==> config.mk <==
export PLATFORM = sky130hd
export DESIGN_NAME = io_target
export DESIGN_NICKNAME = d
export VERILOG_FILES = /design/src/rtl/io_target.sv
export SDC_FILE = /design/constraint.sdc
export NUM_CORES = 1
export LEC_CHECK = 0
export CORE_MARGIN = 5
export CORE_UTILIZATION = 52
export DETAILED_ROUTE_END_ITERATION = 16
export GPL_TIMING_DRIVEN = 1
export PLACE_DENSITY = 0.84
export RECOVER_POWER = 50
export SKIP_CTS_REPAIR_TIMING = 1
export SLEW_MARGIN = 20
export SYNTH_ARGS = -nofsm -noshare
export SYNTH_HDL_FRONTEND = slang
export SYNTH_SLANG_ARGS = --single-unit
==> constraint.sdc <==
create_clock -name clk -period 13.5 [get_ports clk]
set_clock_uncertainty 0.15 [all_clocks]
set_input_delay 2.025 -clock clk [delete_from_list [all_inputs] [get_ports clk]]
set_output_delay 2.025 -clock clk [all_outputs]
set_load 0.005 [all_outputs]
==> src/rtl/io_target.sv <==
// Responder on the multiplexed IO bus: ALE-decoded register bank (RW control regs + sticky status), zero wait states.
// Read drive is combinational in the data phase; build with IOT_READ_CLEAR_EN for read-to-clear status (default W1C).
module io_target #(
    parameter logic [19:0] BASE_ADDR = 20'hF0000,
    parameter int          ADDR_BITS = 3,
    parameter logic        PIO_SPACE = 1'b1
) (
    input  logic                              clk,
    input  logic                              rst,
    input  logic [15:0]                       bus_in,
    input  logic [3:0]                        adr_hi,
    input  logic                              ale_n,
    input  logic                              oe,
    input  logic                              we,
    input  logic                              pio,
    output logic [15:0]                       bus_out,
    output logic                              bus_drv,
    output logic [16*(2**ADDR_BITS-1)-1:0]    ctrl,
    output logic [2**ADDR_BITS-2:0]           wr_stb,
    input  logic [15:0]                       status_set,
    output logic                              irq
);

    localparam int NREG  = 2**ADDR_BITS;
    localparam int NCTRL = NREG - 1;
    localparam logic [ADDR_BITS-1:0] STAT_IDX = ADDR_BITS'(NCTRL);

    typedef enum logic [1:0] {IDLE, ACTIVE, WAIT} state_t;

    state_t                 state, state_nxt;
    logic                   ale_q;
    logic [ADDR_BITS-1:0]   idx_q, idx_nxt;
    logic [15:0]            ctrl_r [NCTRL];
    logic [15:0]            status;
    logic [15:0]            status_nxt;
    logic [15:0]            clr;
    logic [15:0]            rd_dat;
    logic [19:0]            adr;
    logic                   addr_phase;
    logic                   hit;
    logic                   wr_cyc;
    logic                   rd_cyc;
    logic                   stat_sel;

    assign adr        = {adr_hi, bus_in};
    assign addr_phase = ale_q && !ale_n;
    assign hit        = (adr[19:ADDR_BITS] == BASE_ADDR[19:ADDR_BITS]) && (pio == PIO_SPACE);
    assign wr_cyc     = (state == ACTIVE) && we;
    assign rd_cyc     = (state == ACTIVE) && oe && !we;
    assign stat_sel   = (idx_q == STAT_IDX);

    always_comb begin
        state_nxt = state;
        idx_nxt   = idx_q;
        case (state)
            IDLE: begin
                if (addr_phase) begin
                    idx_nxt   = adr[ADDR_BITS-1:0];
                    state_nxt = hit ? ACTIVE : WAIT;
                end
            end
            ACTIVE: begin
                // A strobe completes the data phase; ALE rising without one aborts it.
                if (we || oe) begin
                    state_nxt = WAIT;
                end else if (ale_n) begin
                    state_nxt = IDLE;
                end
            end
            WAIT: begin
                if (ale_n) begin
                    state_nxt = IDLE;
                end
            end
            default: state_nxt = IDLE;
        endcase
    end

    always_ff @(posedge clk or posedge rst) begin
        if (rst) begin
            state <= IDLE;
            ale_q <= 1'b1;
            idx_q <= '0;
        end else begin
            state <= state_nxt;
            ale_q <= ale_n;
            idx_q <= idx_nxt;
        end
    end

    always_comb begin
        clr = '0;
`ifdef IOT_READ_CLEAR_EN
        if (rd_cyc && stat_sel) begin
            clr = status;
        end
`else
        if (wr_cyc && stat_sel) begin
            clr = bus_in;
        end
`endif
        // Set is OR-ed after the clear so a simultaneous set survives.
        status_nxt = (status & ~clr) | status_set;
    end

    always_ff @(posedge clk or posedge rst) begin
        if (rst) begin
            status <= '0;
            irq    <= 1'b0;
        end else begin
            status <= status_nxt;
            irq    <= |status_nxt;
        end
    end

    always_ff @(posedge clk or posedge rst) begin
        if (rst) begin
            for (int i = 0; i < NCTRL; i++) begin
                ctrl_r[i] <= '0;
            end
            wr_stb <= '0;
        end else begin
            wr_stb <= '0;
            if (wr_cyc && !stat_sel) begin
                ctrl_r[idx_q] <= bus_in;
                wr_stb[idx_q] <= 1'b1;
            end
        end
    end

    always_comb begin
        rd_dat = status;
        if (!stat_sel) begin
            rd_dat = ctrl_r[idx_q];
        end
    end

    assign bus_drv = rd_cyc;
    assign bus_out = rd_cyc ? rd_dat : 16'h0000;

    for (genvar g = 0; g < NCTRL; g++) begin : g_flat
        assign ctrl[16*g +: 16] = ctrl_r[g];
    end

endmodule
Word level (Yosys, flattened, before mapping)
Index checks and enable logic that the tools add are counted.
- output and inout port bits: 137
- register bits after elaboration: 142
- input port bits: 42
- word-level logic and storage cells: 59
- eq/ne operators: 5
- reductions and logical operators: 16
- bitwise operators: 4
- $lt $le $gt $ge: 4
- muxes and demuxes: 17
- operators by type and width (kind ; count):
    $bwmux 112 ; 1
    $mux 16 ; 6
    $bmux 16 s3 ; 1
    $demux 16 s3 ; 1
    $eq 17x17->1 const B ; 1
    $and 16x16->16 ; 1
    $not 16->16 ; 1
    $or 16x16->16 ; 1
    $reduce_or 16->1 ; 1
    $logic_and 1x1->1 ; 9
    $mux 2 ; 4
    $mux 7 ; 1
    $pmux 2 s3 ; 1
    $ge 4x4->1 const B ; 1
    $lt 3x4->1 const B ; 1
    $lt 4x1->1 const B ; 1
    $not 3->4 ; 1
    $demux 1 s3 ; 1
    $eq 3x3->1 const B ; 1
    $ge 3x1->1 const B ; 1
    $logic_not 1->1 ; 3
    $eq 2x1->1 const B ; 1
    $eq 2x2->1 const B ; 1
    $logic_not 2->1 ; 1
    other kinds (4) ; 4

Depth between registers and ports, before layout
Gate-level depths: netlist of run 1.
- depth after elaboration: 8
- gate-level depth with buffers: 8
- depth with buffers taken out: 5

Worst setup path after synthesis of run 1
OpenSTA, ideal clock, no wires.
- path type: input to output
- start point: input port we
- end point: output port bus_out[0]
- cell stages on the path: 4
- buffers on the path: 1
- setup slack: 8.343 ns
- required time: 11.325 ns
- arrival: 2.982 ns
- cells stage by stage: nor3b_1 clkbuf_1 o21ai_0 a21oi_1
- cells in the longest elaborated chain, start to end: 3
- ends and longest elaborated chain (item ; line ; source):
    start: declaration ; 14 ; input logic we,
    $logic_not 1->1 ; 49 ; assign rd_cyc = (state == ACTIVE) && oe && !we;
    $logic_and 1x1->1 ; 49 ;
    named net bus_drv ; 17 ; output logic bus_drv,
    $mux 16 ; 139 ; assign bus_out = rd_cyc ? rd_dat : 16'h0000;
    end: declaration ; 16 ; output logic [15:0] bus_out,
The timed path passes the listed nets, and every way through them passes these cells.

Worst setup path in the final report of run 1
- start point: input port we
- end point: output port bus_out[5]
- cells in the longest elaborated chain, start to end: 3
- ends and longest elaborated chain (item ; line):
    $logic_not 1->1 ; 49
    $logic_and 1x1->1 ; 49
    $mux 16 ; 139
Every way passes these cells.

==> impl_metrics.csv, run 1 <==
group,metric,value,unit
outcome,outcome,"finished with violations",
outcome,violations,"max-capacitance violations, max-slew violations",
route,first_iter_violations,520,
cts,cts_tree,"done",
layout,final_cells,913,
synth,synth_nets,608,
setup_path,worstPathArrival,4.36,ns
timing,fin_ws,6.96,ns
synth,syn_area_per_cell,11.4,sq um
job,cap_violations,2,
synth,synth_top_area_cell,"dfrtp_1",
worst_hold_path,hp-class,"flop to flop",
setup_path,timing.rr.end,"ctrl[56]",
setup_path,required,11.32,ns
synth,netlist.area_leader.share,0.546,
power_and_ir_drop,p_per_area,113,nW/um^2
global_routing,antenna_found_initial,0,
place,dp.cells,881,
setup_path,r2r-start,"idx_q[0]",
layout,final_nets,774,
worst_hold_path,hp-start,"ctrl[17]",
route,routed_wl,21.8,mm
timing,rsz0062_at_grt,"false",
route,via_per_inst,5.94,
synth,ys.flop_type,"dfrtp_1",
cts,cts_sinks,142,
timing,finalCriticalPeriod,6.54,ns
synth,ys_types,45,
power_and_ir_drop,pwr-share-comb,0.102,
cts,htree_levels,4,
setup_path,crit_path_start_kind,"primary input",
cts,cts_buffers,17,
floorplan,core_area,12100,sq um
global_routing,grt_first_pass_wirelength,33.3,mm
route,drtAntennaViolNets,0,
setup_path,endpoint_kind,"primary output",
floorplan,rows,40,
synth,synthTopCellsByArea,"dfrtp_1, mux2_2, nand2_1",
power_and_ir_drop,p_clk_frac,0.467,
synth,ys_seq_elements,142,
power_and_ir_drop,p_seq_frac,0.431,
setup_path,crit_fanout,17,
synth,synthArstFlopShare,1.00,
synth,yosysWarnings,0,
power_and_ir_drop,peakVddDrop,115,uV
route,firstDrtPassIters,5,
power_and_ir_drop,intPower,750,uW
power_and_ir_drop,total_power,1.01,mW
timing,hold_viol_final,0,
synth,synthCells,566,
cts,insertion_delay,0.42,ns
synth,yosysMostFrequentCell,"dfrtp_1",
global_routing,grt.overflow.total,0,
synth,ys_seq_area_frac,0.550,
place,place_congestion,0.924,
place,dp_hpwl,14.5,mm
power_and_ir_drop,switchingPower,264,uW
route,vias,5426,
global_routing,grt_util_all_layers,0.301,
global_routing,grt_max_degree,90,
setup_path,r2r_cells,3,
timing,worstMarginPinSlew,3.79,ns
power_and_ir_drop,switching_share,0.260,
timing,tns,0,ns
worst_hold_path,hold_depth,2,
cts,cts.path.max_buffers,2,
timing,slew_viol_final,108,
timing,fin_crit_sh,0.484,
route,wl_per_cell,23.8,um
layout,final_util,0.738,
floorplan,io_pins,179,
setup_path,ff2ff_setup_slack,9.60,ns
place,port_buffers,178,
synth,synth_common_cells,"dfrtp_1, mux2_2, nand2_1",
place,place_ws,6.75,ns
route,drc,0,
worst_hold_path,min_to,"ctrl[17]",
global_routing,grt_pass1_vias,5653,
synth,synth_edf_count,0,
floorplan,initial_utilization,0.534,
floorplan,dieWidth,122,um
setup_path,critPathKind,"primary input to primary output",
floorplan,die-height,122,um
layout,diodes,0,
timing,max_slew_margin,-1.54,
layout,syn_to_final_growth,38.2,%
floorplan,die-area,14800,sq um
synth,synthesis.area,6470,sq um
cts,clk_pin_slew,0.06,ns
cts,cts_root_buf,"clkbuf_16",
timing,finalSetupViolations,0,
power_and_ir_drop,p_leak,4.38,nW
layout,drive_above_1_share,0.204,
setup_path,crit_start,"we",
timing,fmaxAchievable,153,MHz
## critical path, stage by stage
cell and delay (ns):
dlygate4sd3_1 0.62, nor3b_4 0.73, o21ai_0 0.22, a211oi_1 0.22, clkdlybuf4s50_1 0.54
## cell families (layout without fill, tap and decap cells)
family                 Yosys count  after routing  share of synthesized area
DFF                            142            142                      0.550
muxes                          120            120                      0.216
AOI/OAI and AO/OA               98             98                     0.0944
buffers and inverters           52            231                     0.0317
and+or+nand+nor                154            154                      0.109
## metrics by stage
step | hold WS, ns | cell area (sq um)
floorplan | 0.312 | 6470
global placement | 0.337 | 8360
detailed placement | 0.346 | 8360
CTS | 0.359 | 8960
global route | 0.386 | 8940
finish | 0.365 | 8940
## cells in the final DEF (no fill, tap or decap), types with 3 or more instances in the layout
cell	count
o221ai_1	3
a211oi_1	8
a221oi_1	3
a31oi_1	11
inv_1	15
nand4_1	3
dlygate4sd3_1	110
clkinvlp_4	4
a22oi_1	7
nand3_1	3
nor2b_1	3
a21oi_1	9
mux2i_1	11
o32a_1	4
buf_4	4
clkdlybuf4s50_1	68
o21ai_0	42
mux4_2	5
clkinv_2	5
nor2_1	28
nor3_1	3
bufinv_16	3
nand2b_1	9
dfrtp_1	140
o22ai_1	5
mux2_2	104
clkbuf_16	17
nand2_1	88
## power groups by stage
stage	Combinational (mW)	Clock [mW]	Sequential (mW)
finish	0.103	0.473	0.437
global placement	0.0994	0	0.444
floorplan	0.0640	0	0.437
detailed placement	0.101	0	0.444
CTS	0.102	0.474	0.437
global route	0.110	0.496	0.437
## sequential cells by signal, indices dropped and copies added (netlist names)
name and flops:
idx_q 3, status 16, irq 1, ale_q 1, wr_stb 7, state 2, ctrl 112
## layer usage
metal	GRT usage	up-vias	wire length [um]
li1	-	2342	-
met1	0.381	2782	8530
met2	0.489	256	10800
met3	0.0965	46	1850
met4	0.109	0	534
met5	0	-	0
## how the worst max path moves through the flow
stage | cells past startpoint | endpoint | slack (ns)
floorplan | 1 | ctrl[0] | 7.52
global placement | 5 | bus_out[4] | 6.85
detailed placement | 5 | bus_out[5] | 6.75
CTS | 5 | bus_out[15] | 6.75
global route | 5 | bus_out[15] | 6.87
finish | 5 | bus_out[5] | 6.96
## layout make-up
type / instances / area [sq um]
clock inverter: 15 / 171
inverter: 17 / 65.1
clock buffer: 17 / 425
sequential: 142 / 3560
fill: 867 / 3170
multi-input combinational: 372 / 2700
timing repair buffer: 182 / 1810
tap: 168 / 210
Note: power is estimated with default switching activity, not from simulation.
==> run 2: changes to the inputs <==
Settings changed: CORE_UTILIZATION 52 to 48, PLACE_DENSITY 0.84 to 0.78.
Clock period 13.5 ns to 6.66 ns, I/O delays scaled along.
==> run 2 against run 1 <==
  * The flow still finishes with violations (max-capacitance violations, max-slew violations)
  * Register-to-register slack worse by 6.6 ns
  * Flip-flop and latch count unchanged
  * Die area up 7.6%
  * Wire length decreased by 4.6%
  * Non-clock buffer count unchanged
  * Core utilization shrank 6.3 points
  * Count of clock-buffer cells in the layout is 9 higher
  * Critical path depth grew 1
  * Critical endpoint is now bus_out[6]
  * Largest cell class unchanged
  * Highest routed layer is now met5
==> impl_metrics.csv, run 2 (synthesized netlist as in run 1, its figures left out) <==
group,metric,value,unit
outcome,outcome,"finished with violations",
outcome,violations,"max-capacitance violations, max-slew violations",
place,place_ws,1.89,ns
global_routing,grt_pass1_vias,5547,
global_routing,grt_first_pass_wirelength,32.5,mm
setup_path,path_cells,"buf_4 -> and2_1 -> nand2_1 -> o21ai_0 -> a21oi_1 -> clkdlybuf4s50_1",
layout,nFillCells,968,
power_and_ir_drop,total_power,2.03,mW
setup_path,critPathKind,"flop to primary output",
timing,hold_viol_final,0,
timing,rsz0062_at_grt,"false",
cts,insertion_delay,0.42,ns
route,vias,5302,
setup_path,crit_family,"buffers and inverters",
global_routing,grt_max_degree,76,
route,first_iter_violations,489,
route,wl_per_cell,22.5,um
floorplan,io_pins,179,
timing,fin_crit_sh,0.696,
layout,syn_to_final_growth,38.3,%
layout,stdcell_area,8940,sq um
timing,tns,0,ns
place,post_dp_cell_area,8370,sq um
route,drtAntennaViolNets,0,
route,firstDrtPassIters,6,
floorplan,core_area,13200,sq um
worst_hold_path,hp-class,"flop to flop",
global_routing,grt_util_all_layers,0.264,
setup_path,cp_num_buf_inv,2,
setup_path,required,5.51,ns
layout,multi_input_area,2700,sq um
layout,final_cells,921,
power_and_ir_drop,p_leak,4.43,nW
layout,drive_above_1_share,0.197,
route,drc,0,
power_and_ir_drop,peakVddDrop,166,uV
layout,diodes,0,
cts,cts_tree,"done",
setup_path,endpoint_kind,"primary output",
floorplan,initial_utilization,0.488,
floorplan,die-area,15900,sq um
layout,largest_register_ffs,112,
setup_path,crit_fanout,39,
setup_path,crit_path_start_kind,"flop",
floorplan,die-height,126,um
timing,finalCriticalPeriod,4.63,ns
route,via_per_inst,5.76,
cts,cts_root_buf,"clkbuf_16",
setup_path,worst_path_largest_cell_delay,0.60,ns
timing,max_slew_margin,-0.944,
power_and_ir_drop,p_per_area,227,nW/um^2
place,dp.cells,889,
timing,fin_ws,2.03,ns
timing,worstMarginPinSlew,2.90,ns
layout,final_cell_mix,"dfrtp_1, dlygate4sd3_1, mux2_2, nand2_1, clkdlybuf4s50_1",
global_routing,antenna_found_initial,1,
cts,cts_sinks,142,
layout,final_common_cell,"dfrtp_1",
timing,slew_viol_final,87,
cts,htree_levels,4,
global_routing,grt.overflow.total,0,
timing,finalSetupViolations,0,
timing,fmaxAchievable,216,MHz
route,routed_wl,20.8,mm
layout,final_nets,774,
place,port_buffers,178,
cts,clk_pin_slew,0.06,ns
setup_path,worstPathArrival,3.48,ns
job,cap_violations,2,
floorplan,dieWidth,126,um
cts,cts.path.max_buffers,2,
cts,cts_buffers,17,
floorplan,rows,42,
place,place_congestion,0.942,
timing,holdWs,0.356,ns
layout,area.sequential,3560,sq um
setup_path,cp_slowest_cell,"dfrtp_2",
place,dp_hpwl,14.1,mm
layout,final_util,0.675,
run 2: routing by layer:
| layer | part of all wire | GRT usage | wire length [um] |
|---|---|---|---|
| met5 | 0.00063 | 0 | 13 |
| met4 | 0.026 | 0.104 | 541 |
| met3 | 0.072 | 0.0677 | 1500 |
| met2 | 0.49 | 0.423 | 10200 |
| met1 | 0.41 | 0.346 | 8480 |
run 2: worst paths after layout:
kind | startpoint | endpoint | slack (ns) | depth (start not counted)
worst max-delay path | idx_q[1] | bus_out[6] | 2.03 | 6
worst min-delay path | ctrl[17] | ctrl[17] | 0.36 | 2
worst max register to register | idx_q[0] | ctrl[54] | 2.96 | 4
worst min register to register | ctrl[17] | ctrl[17] | 0.36 | 2
max in group asynchronous | rst | idx_q[1] | 2.65 | 3
min in group asynchronous | rst | ctrl[12] | 1.69 | 2
run 2: cell type report:
type                            instances  area share
Sequential cell                       142       0.398
Multi-Input combinational cell        372       0.302
Timing Repair Buffer                  182       0.203
Clock buffer                           26      0.0569
Tap cell                              176      0.0246
Clock inverter                          6     0.00895
Inverter                               17     0.00727
run 2: report_power, final:
part	total (mW)	switching [mW]	internal (mW)
Combinational	0.198	0.133	0.0651
Clock	0.946	0.348	0.599
Sequential	0.888	0.0198	0.868
Total	2.03	0.501	1.53
run 2: tightest hold or removal path, cell delays in order, from the launching register on:
cell     delay (ns)
dfrtp_1        0.36
nand2_1        0.06
nand2_1        0.06
